<file path="src/rtl/vector_mac_unit.sv">
// Vector execution stage: lane-wise signed Q1.7 add/mul/multiply-accumulate over two source vectors,
// LANESPERCYCLE lanes per cycle, followed by a single register-file write-back cycle.
module vector_mac_unit #(
  parameter int VECTORSPERREG = 16,
  parameter int DATAWIDTH     = 8,
  parameter int REGSIZEINT    = 5,
  parameter int LANESPERCYCLE = 4,
  parameter int ACCWIDTH      = 20,
  parameter int FRACBITS      = 7
) (
  input  logic                               clk,
  input  logic                               rst,
  input  logic                               start,
  input  logic [1:0]                         op,
  input  logic [REGSIZEINT-1:0]              rd_dst,
  input  logic [VECTORSPERREG*DATAWIDTH-1:0] va,
  input  logic [VECTORSPERREG*DATAWIDTH-1:0] vb,
  output logic                               busy,
  output logic                               done,
  output logic                               we3,
  output logic [REGSIZEINT-1:0]              ra3,
  output logic [VECTORSPERREG*DATAWIDTH-1:0] wd3
);

  localparam int VW   = VECTORSPERREG * DATAWIDTH;
  localparam int G    = VECTORSPERREG / LANESPERCYCLE;
  localparam int GW   = (G > 1) ? $clog2(G) : 1;
  localparam int LW   = (VECTORSPERREG > 1) ? $clog2(VECTORSPERREG) : 1;
  localparam int PW   = 2 * DATAWIDTH;
  localparam int WIDE = ACCWIDTH + 1;

  localparam logic [1:0] OP_VADD = 2'b00;
  localparam logic [1:0] OP_VMUL = 2'b01;
  localparam logic [1:0] OP_VMAC = 2'b10;
  localparam logic [1:0] OP_VCLR = 2'b11;

  localparam logic signed [WIDE-1:0] DW_MAX  = {{(WIDE-DATAWIDTH+1){1'b0}}, {(DATAWIDTH-1){1'b1}}};
  localparam logic signed [WIDE-1:0] DW_MIN  = ~DW_MAX;
  localparam logic signed [WIDE-1:0] ACC_MAX = {2'b00, {(ACCWIDTH-1){1'b1}}};
  localparam logic signed [WIDE-1:0] ACC_MIN = ~ACC_MAX;
  localparam logic [GW-1:0]          G_LAST  = GW'(G - 1);

  typedef enum logic [1:0] {S_IDLE, S_EXEC, S_WB} state_t;

  function automatic logic signed [DATAWIDTH-1:0] sat_dw(input logic signed [WIDE-1:0] x);
    if (x > DW_MAX)      return DW_MAX[DATAWIDTH-1:0];
    else if (x < DW_MIN) return DW_MIN[DATAWIDTH-1:0];
    else                 return x[DATAWIDTH-1:0];
  endfunction

  function automatic logic signed [ACCWIDTH-1:0] sat_acc(input logic signed [WIDE-1:0] x);
    if (x > ACC_MAX)      return ACC_MAX[ACCWIDTH-1:0];
    else if (x < ACC_MIN) return ACC_MIN[ACCWIDTH-1:0];
    else                  return x[ACCWIDTH-1:0];
  endfunction

  function automatic logic signed [WIDE-1:0] sext_prod(input logic signed [PW-1:0] x);
    return {{(WIDE-PW){x[PW-1]}}, x};
  endfunction

  function automatic logic signed [WIDE-1:0] sext_dw(input logic signed [DATAWIDTH-1:0] x);
    return {{(WIDE-DATAWIDTH){x[DATAWIDTH-1]}}, x};
  endfunction

  state_t                      r_state, w_state_nx;
  logic [GW-1:0]               r_g;
  logic [1:0]                  r_op;
  logic [REGSIZEINT-1:0]       r_dst;
  logic [VW-1:0]               r_va, r_vb, r_res;
  logic signed [ACCWIDTH-1:0]  r_acc [VECTORSPERREG];
  logic                        r_done, r_we3;
  logic [REGSIZEINT-1:0]       r_ra3;
  logic [VW-1:0]               r_wd3;
  logic                        w_accept;

  logic [LW-1:0]               w_lidx   [LANESPERCYCLE];
  logic signed [DATAWIDTH-1:0] w_res    [LANESPERCYCLE];
  logic signed [ACCWIDTH-1:0]  w_acc_nx [LANESPERCYCLE];

  // A start landing on the write-back pulse cycle is dropped, not queued
  assign w_accept = (r_state == S_IDLE) && start && !r_done;

  always_ff @(posedge clk or posedge rst) begin
    if (rst) r_state <= S_IDLE;
    else     r_state <= w_state_nx;
  end

  always_comb begin
    w_state_nx = r_state;
    case (r_state)
      S_IDLE:  if (w_accept) w_state_nx = S_EXEC;
      S_EXEC:  if (r_g == G_LAST) w_state_nx = S_WB;
      S_WB:    w_state_nx = S_IDLE;
      default: w_state_nx = S_IDLE;
    endcase
  end

  // Per-lane arithmetic for the group selected by r_g
  always_comb begin
    for (int l = 0; l < LANESPERCYCLE; l++) begin
      logic signed [DATAWIDTH-1:0] a, b;
      logic signed [PW-1:0]        ax, bx, prod;
      logic signed [WIDE-1:0]      prod_w, acc_sum;
      w_lidx[l]   = LW'(int'(r_g) * LANESPERCYCLE + l);
      a           = r_va[w_lidx[l]*DATAWIDTH +: DATAWIDTH];
      b           = r_vb[w_lidx[l]*DATAWIDTH +: DATAWIDTH];
      ax          = {{(PW-DATAWIDTH){a[DATAWIDTH-1]}}, a};
      bx          = {{(PW-DATAWIDTH){b[DATAWIDTH-1]}}, b};
      prod        = ax * bx;
      prod_w      = sext_prod(prod);
      acc_sum     = {r_acc[w_lidx[l]][ACCWIDTH-1], r_acc[w_lidx[l]]} + prod_w;
      w_acc_nx[l] = sat_acc(acc_sum);
      case (r_op)
        OP_VADD: w_res[l] = sat_dw(sext_dw(a) + sext_dw(b));
        OP_VMUL: w_res[l] = sat_dw(prod_w >>> FRACBITS);
        OP_VMAC: w_res[l] = sat_dw({w_acc_nx[l][ACCWIDTH-1], w_acc_nx[l]} >>> FRACBITS);
        default: w_res[l] = '0;
      endcase
    end
  end

  always_ff @(posedge clk or posedge rst) begin
    if (rst) begin
      r_g    <= '0;
      r_op   <= OP_VADD;
      r_dst  <= '0;
      r_va   <= '0;
      r_vb   <= '0;
      r_res  <= '0;
      r_done <= 1'b0;
      r_we3  <= 1'b0;
      r_ra3  <= '0;
      r_wd3  <= '0;
      for (int i = 0; i < VECTORSPERREG; i++) r_acc[i] <= '0;
    end else begin
      r_done <= 1'b0;
      r_we3  <= 1'b0;
      case (r_state)
        S_IDLE: begin
          if (w_accept) begin
            r_op  <= op;
            r_dst <= rd_dst;
            r_va  <= va;
            r_vb  <= vb;
            r_g   <= '0;
          end
        end
        // ---- EXEC: one lane group per cycle ----
        S_EXEC: begin
          for (int l = 0; l < LANESPERCYCLE; l++) begin
            if (r_op != OP_VCLR) r_res[w_lidx[l]*DATAWIDTH +: DATAWIDTH] <= w_res[l];
            if (r_op == OP_VMAC) r_acc[w_lidx[l]] <= w_acc_nx[l];
            else if (r_op == OP_VCLR) r_acc[w_lidx[l]] <= '0;
          end
          r_g <= r_g + 1'b1;
        end
        // ---- WB: registered write-back, stable across the register file's negedge ----
        S_WB: begin
          r_done <= 1'b1;
          r_g    <= '0;
          if (r_op != OP_VCLR) begin
            r_we3 <= 1'b1;
            r_ra3 <= r_dst;
            r_wd3 <= r_res;
          end
        end
        default: r_g <= '0;
      endcase
    end
  end

  assign busy = (r_state != S_IDLE);
  assign done = r_done;
  assign we3  = r_we3;
  assign ra3  = r_ra3;
  assign wd3  = r_wd3;

endmodule

</file>
<file path="config.mk">
export PLATFORM = sky130hd
export DESIGN_NAME = vector_mac_unit
export DESIGN_NICKNAME = d
export VERILOG_FILES = /design/src/rtl/vector_mac_unit.sv
export SDC_FILE = /design/constraint.sdc
export NUM_CORES = 2
export LEC_CHECK = 0
export BUFFER_PORTS_ARGS = -buffer_cell sky130_fd_sc_hd__buf_4
export CAP_MARGIN = 25
export CELL_PAD_IN_SITES_DETAIL_PLACEMENT = 2
export CELL_PAD_IN_SITES_GLOBAL_PLACEMENT = 2
export CORE_MARGIN = 1.5
export CORE_UTILIZATION = 40
export DETAILED_ROUTE_END_ITERATION = 10
export HOLD_SLACK_MARGIN = 0.08
export PLACE_DENSITY_LB_ADDON = 0.1
export SYNTH_ARGS = -nofsm -noshare
export SYNTH_HDL_FRONTEND = slang
export SYNTH_SLANG_ARGS = --single-unit
export TNS_END_PERCENT = 10
</file>
<file path="constraint.sdc">
create_clock -name clk -period 40.9 [get_ports clk]
set_input_delay 8.18 -clock clk [delete_from_list [all_inputs] [get_ports clk]]
set_output_delay 8.18 -clock clk [all_outputs]
set_load 0.05 [all_outputs]
</file>
==> results.yml <==
floorplan:
  die_x_um: 362.1
  die-area_um2: 131100
  die_h_um: 362.1
  coreArea_um2: 127700
  start_util: 0.4040
  row_count: 131
  ioPinCount: 402
critical_path:
  crit_type: "primary input to asynchronous set/reset pin"
  arrival_ps: 11960
  end_kind: "asynchronous set/reset pin"
  critPathLaunchType: "primary input"
  cp.required_ps: 41610
  worstPathMaxFanout: 155
cells_and_area:
  area_growth_pct: 16.09
  num-fill-cells: 13122
  nets: 6058
  drive_gt1_frac: 0.2045
logic_synthesis:
  synth_flop_cell: "dfrtp_1"
  yosysWarnings: 0
  netlist_area_um2: 51590
  synthDistinctLibCells: 89
  synth_edf_count: 0
  postSynthCellCount: 4976
  synth.largest_area_cell: "dfrtp_1"
  synth.area.top_cells: "dfrtp_1 41%, fa_1 8.8%, nand2_1 6.7%, mux4_2 6.1%, mux2_2 5.9%"
  synth_area_per_cell_um2: 10.37
  ys_seq_area_frac: 0.4123
  yosys-top-cells-count: "914 x nand2_1, 850 x dfrtp_1, 477 x o21ai_0"
  synth_nets: 5710
  synthMostInstantiatedCell: "nand2_1"
  synth_top_area_frac: 0.4123
  synth-seq-cells: 850
  async_flop_share: 1.000
global_routing:
  overflow: 0
  grt_pass1_vias: 44922
  grt_usage: 0.2736
  antenna_found_initial: 9
  grt_max_degree: 156
  grt_pass1_wl_um: 276100
sta:
  tns_ps: 0
  tightest_slew_ps: 1142
  drv_slew: 0
  fmax_ghz: 0.08892
  rsz0062_at_grt: "no"
  slew_headroom: 0.2362
  period_needed_ps: 11250
  setup_violations: 0
  report.final.hold_viol_count: 0
  clock_skew_ps: 37.69
  fin_crit_sh: 0.2750
clocking:
  cts.clk_slew.worst_paths_ps: 60
  cts.sinks: 850
  clk-insertion-delay-late_ps: 740
  htree_levels: 3
  post_cts_buffers: 0
  cts-resized-gates: 0
  cts_buffer_depth: 3
  clock-root-buffer: "clkbuf_16"
  cts_tree: "done"
  cts_buffers: 99
  holdBufCountCts: 0
drt:
  vias_per_cell: 5.561
  met2_length_um: 87920
  num_vias: 39309
  wl_per_cell_um: 24.98
  routed_wl_um: 176600
  dr.max_layer_used: "met5"
  drt-met1-wl_um: 78070
  dr.pass1.iters: 5
  drc: 0
  dr_wl_met3_um: 6368
  drt_iter0_markers: 1926
  ant_nets: 0
flow_run:
  drv_cap: 0
worst_hold_path:
  hp-class: "flop to flop"
status:
  status: "finished, final reports clean"
place:
  io_buffers: 401
  place_congestion: 0.8092
  hpwl_um: 127300
[cells by family (layout without fill, tap and decap cells)]
logic type	after synthesis	in the layout	share of synthesized area
simple gates	1440	1440	0.1223
compound gates	1004	1004	0.1213
flops	850	850	0.4123
buf+inv	636	1059	0.04676
fa+ha+maj	470	470	0.1471
mux	425	425	0.1231
xor+xnor	151	151	0.02728
other cells	0	8	0
[registers in the layout, summed over array words and instances, names as in the netlist]
signal   count
r_acc      320
r_res      128
r_va       128
r_vb       128
wd3        128
r_dst        5
ra3          5
r_g          2
r_op         2
r_state      2
done         1
we3          1
[path summary, 6_finish.rpt]
kind                                       start                endpoint  slack, ps  cells past startpoint
setup / recovery                             rst  r_acc[159]$_DFFE_PP0P_      29650                      6
hold / removal             r_res[78]$_DFFE_PP0P_     wd3[78]$_DFFE_PP0P_        460                      2
setup reg to reg              r_g[1]$_DFFE_PP0P_   r_res[20]$_DFFE_PP0P_      29830                     28
hold reg to reg            r_res[78]$_DFFE_PP0P_     wd3[78]$_DFFE_PP0P_        460                      2
max in group clk              r_g[1]$_DFFE_PP0P_   r_res[20]$_DFFE_PP0P_      29830                     28
min in group asynchronous                    rst      ra3[3]$_DFFE_PP0P_       7570                      2
[cells in the final DEF (no fill, tap or decap), types with 24 or more instances in the layout]
master | synthesis | final
a21o_1 | 67 | 67
a21oi_1 | 116 | 116
a22o_1 | 59 | 59
and2_1 | 153 | 153
buf_4 | 0 | 457
clkbuf_16 | 0 | 99
dfrtp_1 | 850 | 847
fa_1 | 228 | 228
ha_1 | 240 | 240
inv_1 | 416 | 415
mux2_2 | 271 | 271
mux4_2 | 140 | 140
nand2_1 | 914 | 909
nand2b_1 | 32 | 32
nand3_1 | 24 | 24
nor2_1 | 168 | 167
nor3_1 | 32 | 30
o21ai_0 | 477 | 477
o21bai_1 | 49 | 49
or2_2 | 27 | 27
xnor2_1 | 107 | 107
xor2_1 | 36 | 36
[metrics by stage]
| stage | cells | instance area, um^2 | hold WS [ps] | util | worst slack, ps |
|---|---|---|---|---|---|
| CTS | 7055 | 59750 | 454.0 | 0.4680 | 29490 |
| global route | 7065 | 59880 | 483.7 | 0.4690 | 29090 |
| finish | 7069 | 59890 | 458.8 | 0.4690 | 29650 |
| global placement | 6876 | 56400 | 445.6 | 0.4417 | 28750 |
| detailed placement | 6879 | 56420 | 458.1 | 0.4419 | 28710 |
| floorplan | 4976 | 51590 | 434.8 | - | 8837 |
[per-layer routing]
layer,vias to the layer above,GRT usage
met5,-,0
met4,2,0.07678
met3,200,0.03617
met2,657,0.4726
met1,20760,0.3592
li1,17690,-
[layout make-up]
class                      instances  area [um^2]  area share
clock buffer                     138         2794     0.04665
multi-input combinational       3490        28020      0.4678
clock inverter                    38        535.5    0.008942
tap                             1662         2079     0.03472
antenna                            8        20.02   0.0003343
sequential                       850        21280      0.3553
timing repair buffer             465         3586     0.05988
inverter                         418         1579     0.02637
[worst max-delay path, cell delays in order]
cell	delay, ps
buf_4	130
inv_8	500
buf_12	660
buf_4	690
buf_4	730
buf_4	810
Power is not shown: default switching activity piles up to over one toggle a cycle in this logic, so the estimate is an artifact.
